## config.mk

```make
export PLATFORM = sky130hd
export DESIGN_NAME = dmem_port_arbiter
export DESIGN_NICKNAME = d
export VERILOG_FILES = /design/src/rtl/dmem_port_arbiter.sv
export SDC_FILE = /design/constraint.sdc
export NUM_CORES = 1
export LEC_CHECK = 0
export ABC_AREA = 1
export CORE_MARGIN = 1.5
export CORE_UTILIZATION = 43
export DETAILED_ROUTE_END_ITERATION = 6
export PLACE_DENSITY = 0.78
export SYNTH_ARGS = -nofsm -noshare
export SYNTH_HDL_FRONTEND = slang
export SYNTH_SLANG_ARGS = --single-unit
export TNS_END_PERCENT = 20
```

## constraint.sdc

```tcl
create_clock -name i_clk -period 1.6 [get_ports i_clk]
set_input_delay 0.24 -clock i_clk [delete_from_list [all_inputs] [get_ports i_clk]]
set_output_delay 0.24 -clock i_clk [all_outputs]
set_load 0.01 [all_outputs]
```

## src/rtl/dmem_port_arbiter.sv

```systemverilog
// Two-port round-robin arbiter in front of a single-port data memory.
// Serialises core and host accesses, registers read data and pulses a per-port ack.
module dmem_port_arbiter #(
    parameter int ADDR_W = 10,
    parameter int DATA_W = 32,
    parameter int LAT    = 1,
    parameter int CNT_W  = 16
) (
    input  logic              i_clk,
    input  logic              i_rst_n,
    input  logic              i_core_req,
    input  logic              i_core_we,
    input  logic [ADDR_W-1:0] i_core_addr,
    input  logic [DATA_W-1:0] i_core_wdata,
    output logic              o_core_ack,
    output logic [DATA_W-1:0] o_core_rdata,
    output logic              o_core_stall,
    input  logic              i_host_req,
    input  logic              i_host_we,
    input  logic [ADDR_W-1:0] i_host_addr,
    input  logic [DATA_W-1:0] i_host_wdata,
    output logic              o_host_ack,
    output logic [DATA_W-1:0] o_host_rdata,
    output logic              o_mem_en,
    output logic              o_mem_we,
    output logic [ADDR_W-1:0] o_mem_addr,
    output logic [DATA_W-1:0] o_mem_wdata,
    input  logic [DATA_W-1:0] i_mem_rdata,
    output logic              o_busy,
    output logic [CNT_W-1:0]  o_conflict_cnt
);

    typedef enum logic [1:0] {S_IDLE, S_ISSUE, S_WAIT, S_RESP} state_t;

    localparam logic [3:0] LAT_CNT = 4'(LAT);

    state_t              r_state;
    state_t              w_state_next;
    logic                r_sel;          // 0 = core, 1 = host
    logic                r_last_gnt;
    logic                r_we;
    logic [ADDR_W-1:0]   r_addr;
    logic [DATA_W-1:0]   r_wdata;
    logic [3:0]          r_wait_cnt;
    logic [CNT_W-1:0]    r_conflict;
    logic [DATA_W-1:0]   r_core_rdata;
    logic [DATA_W-1:0]   r_host_rdata;

    logic                w_both;
    logic                w_grant;
    logic                w_winner;
    logic                w_capture;
    logic                w_mem_en;
    logic                w_mem_we;
    logic                w_core_ack;
    logic                w_host_ack;
    logic                w_busy;

    assign w_both    = i_core_req & i_host_req;
    assign w_grant   = (r_state == S_IDLE) & (i_core_req | i_host_req);
    // On contention the port that did not win last time goes first.
    assign w_winner  = w_both ? ~r_last_gnt : i_host_req;
    assign w_capture = (r_state == S_WAIT) & (r_wait_cnt == 4'd1) & ~r_we;

    always_comb begin
        w_state_next = r_state;
        w_mem_en     = 1'b0;
        w_mem_we     = 1'b0;
        w_core_ack   = 1'b0;
        w_host_ack   = 1'b0;
        w_busy       = 1'b1;
        case (r_state)
            S_IDLE: begin
                w_busy = 1'b0;
                if (w_grant) w_state_next = S_ISSUE;
            end
            S_ISSUE: begin
                w_mem_en     = 1'b1;
                w_mem_we     = r_we;
                w_state_next = S_WAIT;
            end
            S_WAIT: begin
                if (r_wait_cnt == 4'd1) w_state_next = S_RESP;
            end
            S_RESP: begin
                w_core_ack   = ~r_sel;
                w_host_ack   = r_sel;
                w_state_next = S_IDLE;
            end
            default: w_state_next = S_IDLE;
        endcase
    end

    always_ff @(posedge i_clk or negedge i_rst_n) begin
        if (!i_rst_n) begin
            r_state      <= S_IDLE;
            r_sel        <= 1'b0;
            r_last_gnt   <= 1'b0;
            r_we         <= 1'b0;
            r_addr       <= '0;
            r_wdata      <= '0;
            r_wait_cnt   <= '0;
            r_conflict   <= '0;
            r_core_rdata <= '0;
            r_host_rdata <= '0;
        end else begin
            r_state <= w_state_next;
            if (w_grant) begin
                r_sel      <= w_winner;
                r_last_gnt <= w_winner;
                r_we       <= w_winner ? i_host_we    : i_core_we;
                r_addr     <= w_winner ? i_host_addr  : i_core_addr;
                r_wdata    <= w_winner ? i_host_wdata : i_core_wdata;
                if (w_both && !(&r_conflict))
                    r_conflict <= r_conflict + CNT_W'(1);
            end
            if (r_state == S_ISSUE)
                r_wait_cnt <= LAT_CNT;
            else if (r_state == S_WAIT)
                r_wait_cnt <= r_wait_cnt - 4'd1;
            if (w_capture) begin
                if (r_sel) r_host_rdata <= i_mem_rdata;
                else       r_core_rdata <= i_mem_rdata;
            end
        end
    end

    assign o_core_ack     = w_core_ack;
    assign o_host_ack     = w_host_ack;
    assign o_core_stall   = i_core_req & ~w_core_ack;
    assign o_core_rdata   = r_core_rdata;
    assign o_host_rdata   = r_host_rdata;
    assign o_mem_en       = w_mem_en;
    assign o_mem_we       = w_mem_we;
    assign o_mem_addr     = r_addr;
    assign o_mem_wdata    = r_wdata;
    assign o_busy         = w_busy;
    assign o_conflict_cnt = r_conflict;

endmodule

```

Word level (Yosys, flattened, before mapping) --
Cells that the tools add are included.
Storage, ports and cells: logic and storage cells 49, register bits after elaboration 130, output and inout port bits 128
Cells by class: equal/unequal tests 6, bitwise gates (word level) 9, $add $sub $neg 2, multiplexer cells 14, reduce and logical (&&, ||, !) cells 9
Operator list (number):
- 32-bit 2-to-1 mux | 1
- 16-bit by 1-bit adder with 16-bit output (second input constant) | 1
- 16-bit AND reduction | 1
- 10-bit 2-to-1 mux | 1
- 4-bit 2-to-1 mux | 2
- 2-bit one-hot mux with 4 select lines | 1
- 2-bit AND reduction | 4
- 1-bit 2-to-1 mux | 7
- 1-bit AND | 5
- 2-bit == test (second input constant) | 2
- 4-bit by 1-bit == test with 1-bit output (second input constant) | 1
- 2-bit 2-to-1 mux | 2
- 2-bit != test (second input constant) | 2
- 4-bit by 1-bit subtractor with 4-bit output (second input constant) | 1
- 1-bit inverter | 3
- 2-bit by 1-bit == test with 1-bit output (second input constant) | 1
- 2-bit zero test | 1
- 2-bit nonzero test | 1
- 1-bit logical AND | 1
- 1-bit zero test | 1
- 1-bit bitwise OR | 1

Logic depth before layout (Yosys ltp) --
depth in word-level cells 4, gate-level depth with buffers 10, gate-level depth less buffers 9

Worst setup path after synthesis --
OpenSTA, ideal clock, no wires.
kind reg-to-reg, from register r_conflict[0] (netlist: o_conflict_cnt[0]), to register r_conflict[5] (netlist: o_conflict_cnt[5]), arrival 1415 ps, stages on the path, launching flop included 11, path slack 68 ps, path buffers 1, period minus slack after synthesis 1532 ps, data required time 1483 ps, cells stage by stage dfrtp_1 ha_1 inv_2 nor2_4 nand2_2 nor2_2 nor2_2 buf_6 nand2_1 nand2_1 nand2_1
Between the ends: cells in the longest elaborated chain, start to end 4, elaborated cells on any way between the ends 5, classes of those cells 1 x add/sub; 4 x reduce/logical
RTL lines:
- from (decl) | line 45 | logic [CNT_W-1:0] r_conflict;
- from (signal assigned) | line 115 | r_conflict <= r_conflict + CNT_W'(1);
- parallel branches: the longest is 4 deep, another holds 16-bit by 1-bit adder with 16-bit output
Several ways; the timed one is not identified. A chain may end at the register's enable or synchronous reset.

Worst setup path after layout --
from register r_state[0], to register r_host_rdata[15] (netlist: o_host_rdata[15])
Between the ends: cells in the longest elaborated chain, start to end 4
RTL lines:
- from (decl) | line 37 | state_t r_state;
- from (signal assigned) | line 107 | r_state <= w_state_next;
- 2-bit == test | line 63 | assign w_capture = (r_state == S_WAIT) & (r_wait_cnt == 4'd1) & ~r_we;
- 1-bit AND (2 in a row) | line 63
- 2-bit AND reduction (no source line)
- to (signal assigned) | line 122 | if (r_sel) r_host_rdata <= i_mem_rdata;
- to (decl) | line 47 | logic [DATA_W-1:0] r_host_rdata;
Every way passes these cells.

==> flow_summary.yaml <==
placed_design:
  dp_hpwl_mm: 11.6
  pre_cts_slack_ns: -0.237
  portBuffers: 249
  place.gp.congestion: 0.840
hold_path:
  hold_path_class: "in2async"
drt:
  vias_per_cell: 5.04
  dr.pass1.iters: 4
  drc_errors: 0
  wire_per_inst_um: 16.5
  vias: 5807
  drt-initial-drc-count: 376
  ant_nets: 0
  wl_mm: 19.0
layout:
  mostFrequentLayoutCells: "182 x clkdlybuf4s50_1, 165 x nand2_1, 127 x dfrtp_1"
  filler_cell_count: 943
  n_antenna_cell: 0
  finalNetCount: 1092
  drive_above_1_share_pct: 15.4
  fin_util_pct: 74.3
  final_common_cell: "clkdlybuf4s50_1"
  syn_to_final_growth_pct: 69.4
sta:
  tns_ns: -0.120
  tightest_slew_ns: 0.458
  drv_slew: 0
  finalSetupViolations: 9
  period_minus_slack_ns: 1.64
  finalCritPeriodShare_pct: 103
  relSlewSlack_pct: 69.3
  fin_ws_ns: -0.0410
  max_freq_ghz: 0.609
  grt_setup_unrepaired: "true"
  final.setup_skew_ns: 0.00951
  hold_violations: 0
global_routing:
  grt_overflow: 0
  gr-max-usage-layer: "met2"
  gr-usage-met2_pct: 39.6
  grtUsageMet1_pct: 29.9
  globalRouteMet3Util_pct: 7.19
  grt_pass1_vias: 5205
  grt_pass1_wl_mm: 26.4
  grt_max_degree: 65
  grt.total_usage_pct: 24.0
  antenna_found_initial: 0
setup_path:
  crit_required_ns: 1.89
  max_stage_delay_ns: 0.41
  crit_top_cell: "buf_6"
  cp_max_fo: 16
  cp-end-kind: "flop"
  cp_cell_sequence: "inv_2, buf_6, ha_4, inv_4, nor2_4, nand3_4, buf_6, nand2_1, o21ai_0"
  start_kind: "flop"
  crit_arrival_ns: 1.94
  startpoint: "r_state[0]$_DFFE_PN0P_"
  cp_slowest_cell: "dfrtp_1"
  criticalPathCategory: "reg2reg"
  r2r_start: "r_state[0]$_DFFE_PN0P_"
synth:
  seq_area_frac_synth_pct: 56.5
  ys_warn_count: 0
  netlist_instances: 687
  avgSynthCellArea_sq_um: 8.39
  synth_seq_cells: 130
  synth_nets: 816
  ys_types: 24
  synth_area_sq_um: 5760
floorplan:
  die_area_sq_um: 14100
  ioPinCount: 250
  die_x_um: 119
  die_h_um: 119
  core.rowCount: 42
  core_area_sq_um: 13100
  start_util_pct: 43.8
clocking:
  clockRootBuffer: "clkbuf_16"
  cts_made_buffers: 17
  htree_levels: 4
  cts.path.max_buffers: 2
  cts_sinks: 130
  cts_tree: "yes"
  path_clk_slew_ns: 0.06
  clock_latency_ns: 0.42
power_and_ir_drop:
  p_leak_nw: 4.85
  powerDensity_nw_per_um2: 1780
  max-vdd-ir-drop_mv: 0.899
outcome:
  status: "finished with violations"
  violations: "negative setup slack"
job:
  drv_cap: 0
==> Yosys cell counts <==
| master | instances | area, sq um |
|---|---|---|
| buf_4 | 1 | 7.51 |
| o21ai_1 | 23 | 115 |
| nand2_1 | 184 | 691 |
| ha_1 | 7 | 87.6 |
| nand3b_1 | 2 | 15.0 |
| a22oi_1 | 1 | 7.51 |
| buf_2 | 12 | 60.1 |
| nor2_2 | 3 | 18.8 |
| o21ai_0 | 134 | 671 |
| nand4_1 | 3 | 18.8 |
| nand3b_2 | 1 | 11.3 |
| nor2_1 | 65 | 244 |
| dfrtp_1 | 130 | 3250 |
| nor2_4 | 3 | 33.8 |
| nand3_2 | 2 | 20.0 |
| inv_2 | 2 | 7.51 |
| nand3_1 | 24 | 120 |
| inv_1 | 62 | 233 |
| nand2_2 | 3 | 18.8 |
| clkbuf_1 | 17 | 63.8 |
| a21oi_1 | 2 | 10.0 |
| xor2_1 | 3 | 26.3 |
| buf_6 | 2 | 22.5 |
| clkbuf_2 | 1 | 5.00 |
==> through the flow <==
stage / hold slack (ns) / area, sq um / cells / total power, mW
finish: 0.188 / 9760 / 1152 / 17.3
global route: 0.197 / 9760 / 1152 / 18.3
global placement: 0.0753 / 8610 / 1104 / 12.5
floorplan: -0.0556 / 5760 / 687 / 8.48
CTS: 0.180 / 9210 / 1138 / 16.7
detailed placement: 0.0750 / 8610 / 1104 / 12.7
==> timing repair <==
| action | 4_1_cts | 5_1_grt |
|---|---|---|
| endpoints found under the hold margin | 130 | 0 |
| hold buffers | 1 | 0 |
| setup endpoints to repair | 50 | 142 |
| cloned | 0 | 10 |
| gates resized for setup | 63 | 132 |
| pin swaps | 3 | 11 |
| setup buffers | 1 | 4 |
==> layer usage <==
layer  vias up  share of wire (%)
met2       254                 51
li1       2769                  -
met4         0                2.3
met5         -                  0
met3        37                7.3
met1      2747                 40
==> worst max-delay path: cells and delay by family (launching register included) <==
family,cells,cell delay [ns]
AND/OR/NAND/NOR,3,0.43
AO/OA/AOI/OAI,1,0.09
flip-flops,1,0.41
buffers and inverters,4,0.45
adder cells (fa/ha/maj),1,0.13
==> cells by family (layout without fill, tap and decap cells) <==
kind of cell / Yosys count / count (layout) / synth area share, %
xor+xnor: 3 / 3 / 0.456
buf+inv: 97 / 385 / 6.93
simple gates: 290 / 291 / 20.7
compound gates: 160 / 160 / 13.9
flops: 130 / 130 / 56.5
fa+ha+maj: 7 / 7 / 1.52
==> final cells by class <==
class | count | area [sq um] | share of cell area, %
clock inverter | 15 | 183 | 1.87
inverter | 64 | 245 | 2.51
timing repair buffer | 289 | 3070 | 31.5
clock buffer | 17 | 425 | 4.36
sequential | 130 | 3260 | 33.4
multi-input combinational | 461 | 2360 | 24.2
tap | 176 | 220 | 2.26
==> registers in the layout, summed over array words and instances (netlist names) <==
signal          cells
o_mem_addr         10
o_host_rdata       32
o_core_rdata       32
r_last_gnt          1
r_we                1
o_mem_wdata        32
r_wait_cnt          4
r_state             2
o_conflict_cnt     16
==> power by group <==
part / switching (mW) / internal [mW]
Sequential: 0.961 / 4.76
Combinational: 3.64 / 3.98
Clock: 1.52 / 2.46
==> worst paths after layout <==
kind                       depth (start not counted)  slack, ns                              to
max                                                9      -0.04    o_host_rdata[15]$_DFFE_PN0P_
min                                                2       0.19       o_mem_addr[1]$_DFFE_PN0P_
max reg2reg                                        9      -0.04    o_host_rdata[15]$_DFFE_PN0P_
min reg2reg                                        2       0.48     o_mem_wdata[18]$_DFFE_PN0P_
max in group asynchronous                          3       0.88  o_conflict_cnt[10]$_DFFE_PN0P_
min in group i_clk                                 3       0.39    o_host_rdata[25]$_DFFE_PN0P_
No activity file was read; power rests on OpenSTA's default activity.
